File: config.mk
export PLATFORM = sky130hd
export DESIGN_NAME = multi_level_reduce_pipe
export DESIGN_NICKNAME = d
export VERILOG_FILES = /design/src/rtl/multi_level_reduce_pipe.sv
export SDC_FILE = /design/constraint.sdc
export NUM_CORES = 1
export LEC_CHECK = 0
export CAP_MARGIN = 15
export CORE_AREA = 2 2 39 41
export DETAILED_ROUTE_END_ITERATION = 8
export DIE_AREA = 0 0 41 43
export GPL_TIMING_DRIVEN = 0
export PLACE_DENSITY = 0.68
export SYNTH_ARGS = -nofsm -noshare
export SYNTH_HDL_FRONTEND = slang
export SYNTH_SLANG_ARGS = --single-unit
File: constraint.sdc
create_clock -name clk -period 1.8 [get_ports clk]
set_input_delay 0.18 -clock clk [delete_from_list [all_inputs] [get_ports clk]]
set_output_delay 0.18 -clock clk [all_outputs]
set_load 0.02 [all_outputs]
File: src/rtl/multi_level_reduce_pipe.sv
// Registered N-bit reduction (AND/OR/XOR/XNOR) carried through a valid/ready pipeline with full backpressure.
// Optional saturating hit counter is enabled by defining REDUCE_PIPE_STATS_EN.
module multi_level_reduce_pipe #(
  parameter int IN_WIDTH  = 3,
  parameter int OUT_WIDTH = 3,
  parameter int STAGES    = 2
`ifdef REDUCE_PIPE_STATS_EN
  ,
  parameter int CNT_WIDTH = 16
`endif
) (
  input  logic                 clk,
  input  logic                 rst_n,
  input  logic                 in_valid,
  output logic                 in_ready,
  input  logic [IN_WIDTH-1:0]  in_data,
  input  logic [1:0]           mode,
  output logic                 out_valid,
  input  logic                 out_ready,
  output logic [OUT_WIDTH-1:0] out_data
`ifdef REDUCE_PIPE_STATS_EN
  ,
  output logic [CNT_WIDTH-1:0] hit_count
`endif
);

  localparam logic [1:0] MODE_AND  = 2'd0;
  localparam logic [1:0] MODE_OR   = 2'd1;
  localparam logic [1:0] MODE_XOR  = 2'd2;
  localparam logic [1:0] MODE_XNOR = 2'd3;

  logic [STAGES:1]     valid;
  logic [STAGES:1]     adv;
  logic [IN_WIDTH-1:0] data_s1;
  logic [1:0]          mode_s1;
  logic [STAGES:2]     res;
  logic [STAGES:2]     res_next;
  logic                reduced;

  always_comb begin
    reduced = 1'b0;
    case (mode_s1)
      MODE_AND:  reduced = &data_s1;
      MODE_OR:   reduced = |data_s1;
      MODE_XOR:  reduced = ^data_s1;
      MODE_XNOR: reduced = ~^data_s1;
      default:   reduced = 1'b0;
    endcase
  end

  // Advance chain is resolved from the output backwards so a full pipe can move in lockstep.
  always_comb begin
    adv = '0;
    adv[STAGES] = valid[STAGES] && out_ready;
    for (int k = STAGES - 1; k >= 1; k--) begin
      adv[k] = valid[k] && (!valid[k+1] || adv[k+1]);
    end
  end

  always_comb begin
    res_next = '0;
    res_next[2] = reduced;
    for (int k = 3; k <= STAGES; k++) begin
      res_next[k] = res[k-1];
    end
  end

  assign in_ready  = !valid[1] || adv[1];
  assign out_valid = valid[STAGES];
  assign out_data  = {OUT_WIDTH{res[STAGES]}};

  always_ff @(posedge clk or negedge rst_n) begin
    if (!rst_n) begin
      valid   <= '0;
      data_s1 <= '0;
      mode_s1 <= '0;
      res     <= '0;
    end else begin
      if (in_ready) begin
        valid[1] <= in_valid;
        if (in_valid) begin
          data_s1 <= in_data;
          mode_s1 <= mode;
        end
      end
      // A stage reloads only when it is empty or its current word is moving on.
      for (int k = 2; k <= STAGES; k++) begin
        if (!valid[k] || adv[k]) begin
          valid[k] <= adv[k-1];
          if (adv[k-1]) begin
            res[k] <= res_next[k];
          end
        end
      end
    end
  end

`ifdef REDUCE_PIPE_STATS_EN
  always_ff @(posedge clk or negedge rst_n) begin
    if (!rst_n) begin
      hit_count <= '0;
    end else if (adv[STAGES] && res[STAGES] && (hit_count != {CNT_WIDTH{1'b1}})) begin
      hit_count <= hit_count + CNT_WIDTH'(1);
    end
  end
`endif

endmodule
After elaboration in Yosys (flattened, before gate mapping)
Index checks and enable logic that the tools add are counted.

word-level totals
  logic and storage cells = 22
  register bits = 8

operators by class
  mux-type cells = 1
  eq/ne operators = 3
  reduce and logical (&&, ||, !) cells = 13

operators by type and width
  kind                number
  $eq 2x2->1 const B  2
  $pmux 1 s4          1
  $reduce_and 2->1    2
  $reduce_and 3->1    1
  $reduce_or 3->1     1
  $reduce_xnor 3->1   1
  $reduce_xor 3->1    1
  $eq 2x1->1 const B  1
  $logic_and 1x1->1   2
  $logic_not 1->1     2
  $logic_not 2->1     1
  $logic_or 1x1->1    2

Logic depth before layout (Yosys ltp)
  depth after elaboration = 5
  mapped depth = 6
  gate-level depth less buffers = 6

Worst setup path after synthesis
Ideal clock, no wire load.

  path type = flip-flop to flip-flop
  start = register valid[2] (netlist bit)
  end = register data_s1[2]
  data arrival time = 1.300 ns
  stages on the path, launching flop included = 4
  setup slack = 0.375 ns
  buffers on the path = 0
  period minus slack after synthesis = 1.425 ns
  required time = 1.675 ns
  path through = dfrtp_1 > nand3b_1 > nand2_1 > mux2_2

between the ends
  cells in the longest elaborated chain, start to end = 5
  elaborated cells between the ends (all ways) = 6

ends and longest elaborated chain
  element                                                      line    RTL
  from (decl)                                                  32      logic [STAGES:1] valid;
  from (signal, indexed assignment)                            89      valid[k] <= adv[k-1];
  $logic_not 1->1 / $logic_and 1x1->1 (equally long branches)  56, 54
  $logic_or 1x1->1 (*)                                         56      adv[k] = valid[k] && (!valid[k+1] || adv[k+1]);
  $logic_and 1x1->1 (*)                                        56
  $logic_or 1x1->1 (*)                                         68      assign in_ready = !valid[1] || adv[1];
  named net in_ready                                           15      output logic in_ready,
  $reduce_and 2->1 (no source line) (*)                        -
  to (signal assigned)                                         82      data_s1 <= in_data;
  to (decl)                                                    34      logic [IN_WIDTH-1:0] data_s1;

Mark *: on every way through the listed nets, which the timed path passes. The rest lies on a longest branch.
A chain may end at the register's enable or synchronous reset.

Worst setup path in the final report
  start = input out_ready
  end = output in_ready

between the ends
  cells in the longest elaborated chain, start to end = 4

ends and longest elaborated chain
  element            line  RTL
  from (decl)        19    input logic out_ready,
  $logic_and 1x1->1  54    adv[STAGES] = valid[STAGES] && out_ready;
  $logic_or 1x1->1   56
  $logic_and 1x1->1  56
  $logic_or 1x1->1   68
  to (decl)          15

No other way between the ends.

==> impl_metrics.json <==
{
  "worst_path_largest_cell_delay_ps": 650,
  "p_leak_nw": 0.2658,
  "drtAntennaViolNets": 0,
  "synth_edf_count": 0,
  "die-area_um2": 1763,
  "clkTransAtPathRegs_ps": 60,
  "synthArstFlopShare": 1.000,
  "ys_types": 17,
  "area_growth_pct": 42.33,
  "slowest_stage": "clkdlybuf4s50_1",
  "cp_max_fo": 3,
  "cts_resized": 0,
  "critPathMostFrequentCell": "clkdlybuf4s50_1",
  "grt_pass1_wl_um": 1255,
  "num_vias": 304,
  "critPathKind": "in2out",
  "yosysTopAreaCell": "dfrtp_1",
  "cts_tree": "done",
  "worst_slew_pin_slew_ps": 377.9,
  "slew_viol_final": 0,
  "synthesis.instances": 36,
  "hp-class": "in2async",
  "die_y_um": 43,
  "peakVddDrop_uv": 226.3,
  "clkSinkCount": 8,
  "placedCellCount": 65,
  "hold_buffers": 0,
  "cts_inserted_buffers": 3,
  "rsz0062_at_grt": "false",
  "cts_setup_buffers": 0,
  "startpoint_type": "primary input",
  "synth.top_cell.area_share": 0.4908,
  "required_ps": 1620,
  "cts_buffer_depth": 2,
  "skew_ps": 3.794,
  "mappedNetlistNets": 47,
  "stdcell_count": 68,
  "endpoint_kind": "primary output",
  "synth.avg_cell_area_um2": 11.33,
  "relSlewSlack": 0.7473,
  "core_area_um2": 1384,
  "n_antenna_cell": 0,
  "drt-pass1-iter-count": 2,
  "ys_seq_area_frac": 0.4908,
  "max_clock_freq_ghz": 0.6103,
  "ctsRootBufferMaster": "clkbuf_4",
  "grt_pass1_vias": 316,
  "wl_per_cell_um": 11.09,
  "maxCapViolCount": 0,
  "period_needed_ps": 1638,
  "p_per_area_nw_per_um2": 1037,
  "nets": 65,
  "die_w_um": 41,
  "syn_area_um2": 407.9,
  "post-route-drc-count": 0,
  "tns_ps": 0,
  "finalCritPeriodShare": 0.9102,
  "antenna_found_initial": 0,
  "crit_chain": "clkdlybuf4s50_1 -> nand3b_1 -> clkdlybuf4s50_1",
  "setup_violations": 0,
  "portBuffers": 13,
  "insertion_delay_ps": 260,
  "overflow": 0,
  "wirelength_um": 754,
  "num_rows": 14,
  "start_util": 0.2948,
  "drive_gt1_frac": 0.1538,
  "ys.flop_type": "dfrtp_1",
  "grt_max_degree": 9,
  "grt_use_total": 0.1179,
  "place_congestion": 0.6633,
  "via_per_inst": 4.471,
  "status": "complete, no violations",
  "ios": 14,
  "hold_viol": 0,
  "synth_most_common_cell": "dfrtp_1",
  "arrival_ps": 1460,
  "drt_iter0_drc": 1,
  "yosysWarningCount": 0,
  "ys_ff_latch": 8,
  "cts_htree_levels": 1,
  "ys_top_cells_by_area": "dfrtp_1, mux2_1, ha_1"
}
[layer usage]
layer | global-route usage | share of wire | up-vias
met4 | 0.1400 | 0.040 | 0
met1 | 0.1173 | 0.42 | 137
li1 | - | - | 151
met5 | 0 | 0 | -
met2 | 0.1781 | 0.49 | 13
met3 | 0.01571 | 0.046 | 3
[state kept, by name, indices dropped and copies added (netlist names)]
name and cells:
data_s1 3, mode_s1 2, valid 2, res 1
[final cells by class]
cell class                 instances  area, µm²
clock buffer                       3      22.52
sequential                         8      200.2
buffer                             3      22.52
timing repair buffer              13      130.1
fill                             154      803.3
tap                               16      20.02
multi-input combinational         22      173.9
inverter                           3      11.26
[critical path: cells and delay by family]
family,cells,cell delay [ps]
buffers and inverters,2,1120
and+or+nand+nor,1,160
[kinds of logic after synthesis]
logic type / share of synthesized area
mux: 0.1626
simple gates: 0.1258
buf+inv: 0.08282
fa+ha+maj: 0.06134
flops: 0.4908
compound gates: 0.05519
xor+xnor: 0.02148
[cell usage in the layout, fill, tap and decap left out]
cell type	count
inv_1	3
clkdlybuf4s50_1	13
mux2i_1	1
a21oi_1	1
nor3_1	1
nand2_1	3
dfrtp_1	8
nand3b_1	1
xor2_1	1
mux2_1	3
mux2_2	2
buf_4	3
o21ai_0	1
and3b_1	1
nand2b_1	3
o21ai_1	1
ha_1	2
clkbuf_4	3
o31ai_1	1
[stage by stage]
step / hold WS [ps] / util / cell area (µm²) / worst slack (ps) / total power, mW
6_report: 200.8 / 0.4195 / 580.6 / 161.6 / 0.6018
4_1_cts: 211.3 / 0.4195 / 580.6 / 152.7 / 0.6126
3_5_place_dp: 486.0 / 0.4033 / 558.0 / 184.4 / 0.4654
3_3_place_gp: 483.5 / 0.4033 / 558.0 / 206.5 / 0.4576
5_1_grt: 218.6 / 0.4195 / 580.6 / 93.51 / 0.6519
2_1_floorplan: -115.6 / - / 407.9 / 375.0 / 0.3732
[where the power goes]
part / leakage (nW) / total, mW / internal [mW] / switching (mW)
sequential: 0.0918 / 0.236 / 0.208 / 0.0273
clock: 0.0138 / 0.143 / 0.0767 / 0.0664
combinational: 0.160 / 0.223 / 0.132 / 0.0910
[path summary, 6_finish.rpt]
kind                                 start    endpoint  slack, ps  depth (start not counted)
worst max-delay path             out_ready    in_ready        160                          3
worst min-delay path                 rst_n  data_s1[1]        200                          1
worst max register to register  data_s1[0]         res        330                          6
worst min register to register    valid[1]    valid[2]        500                          1
max in group asynchronous            rst_n         res       1330                          1
min in group clk                  valid[1]    valid[2]        500                          1
No activity file was read; power rests on OpenSTA's default activity.
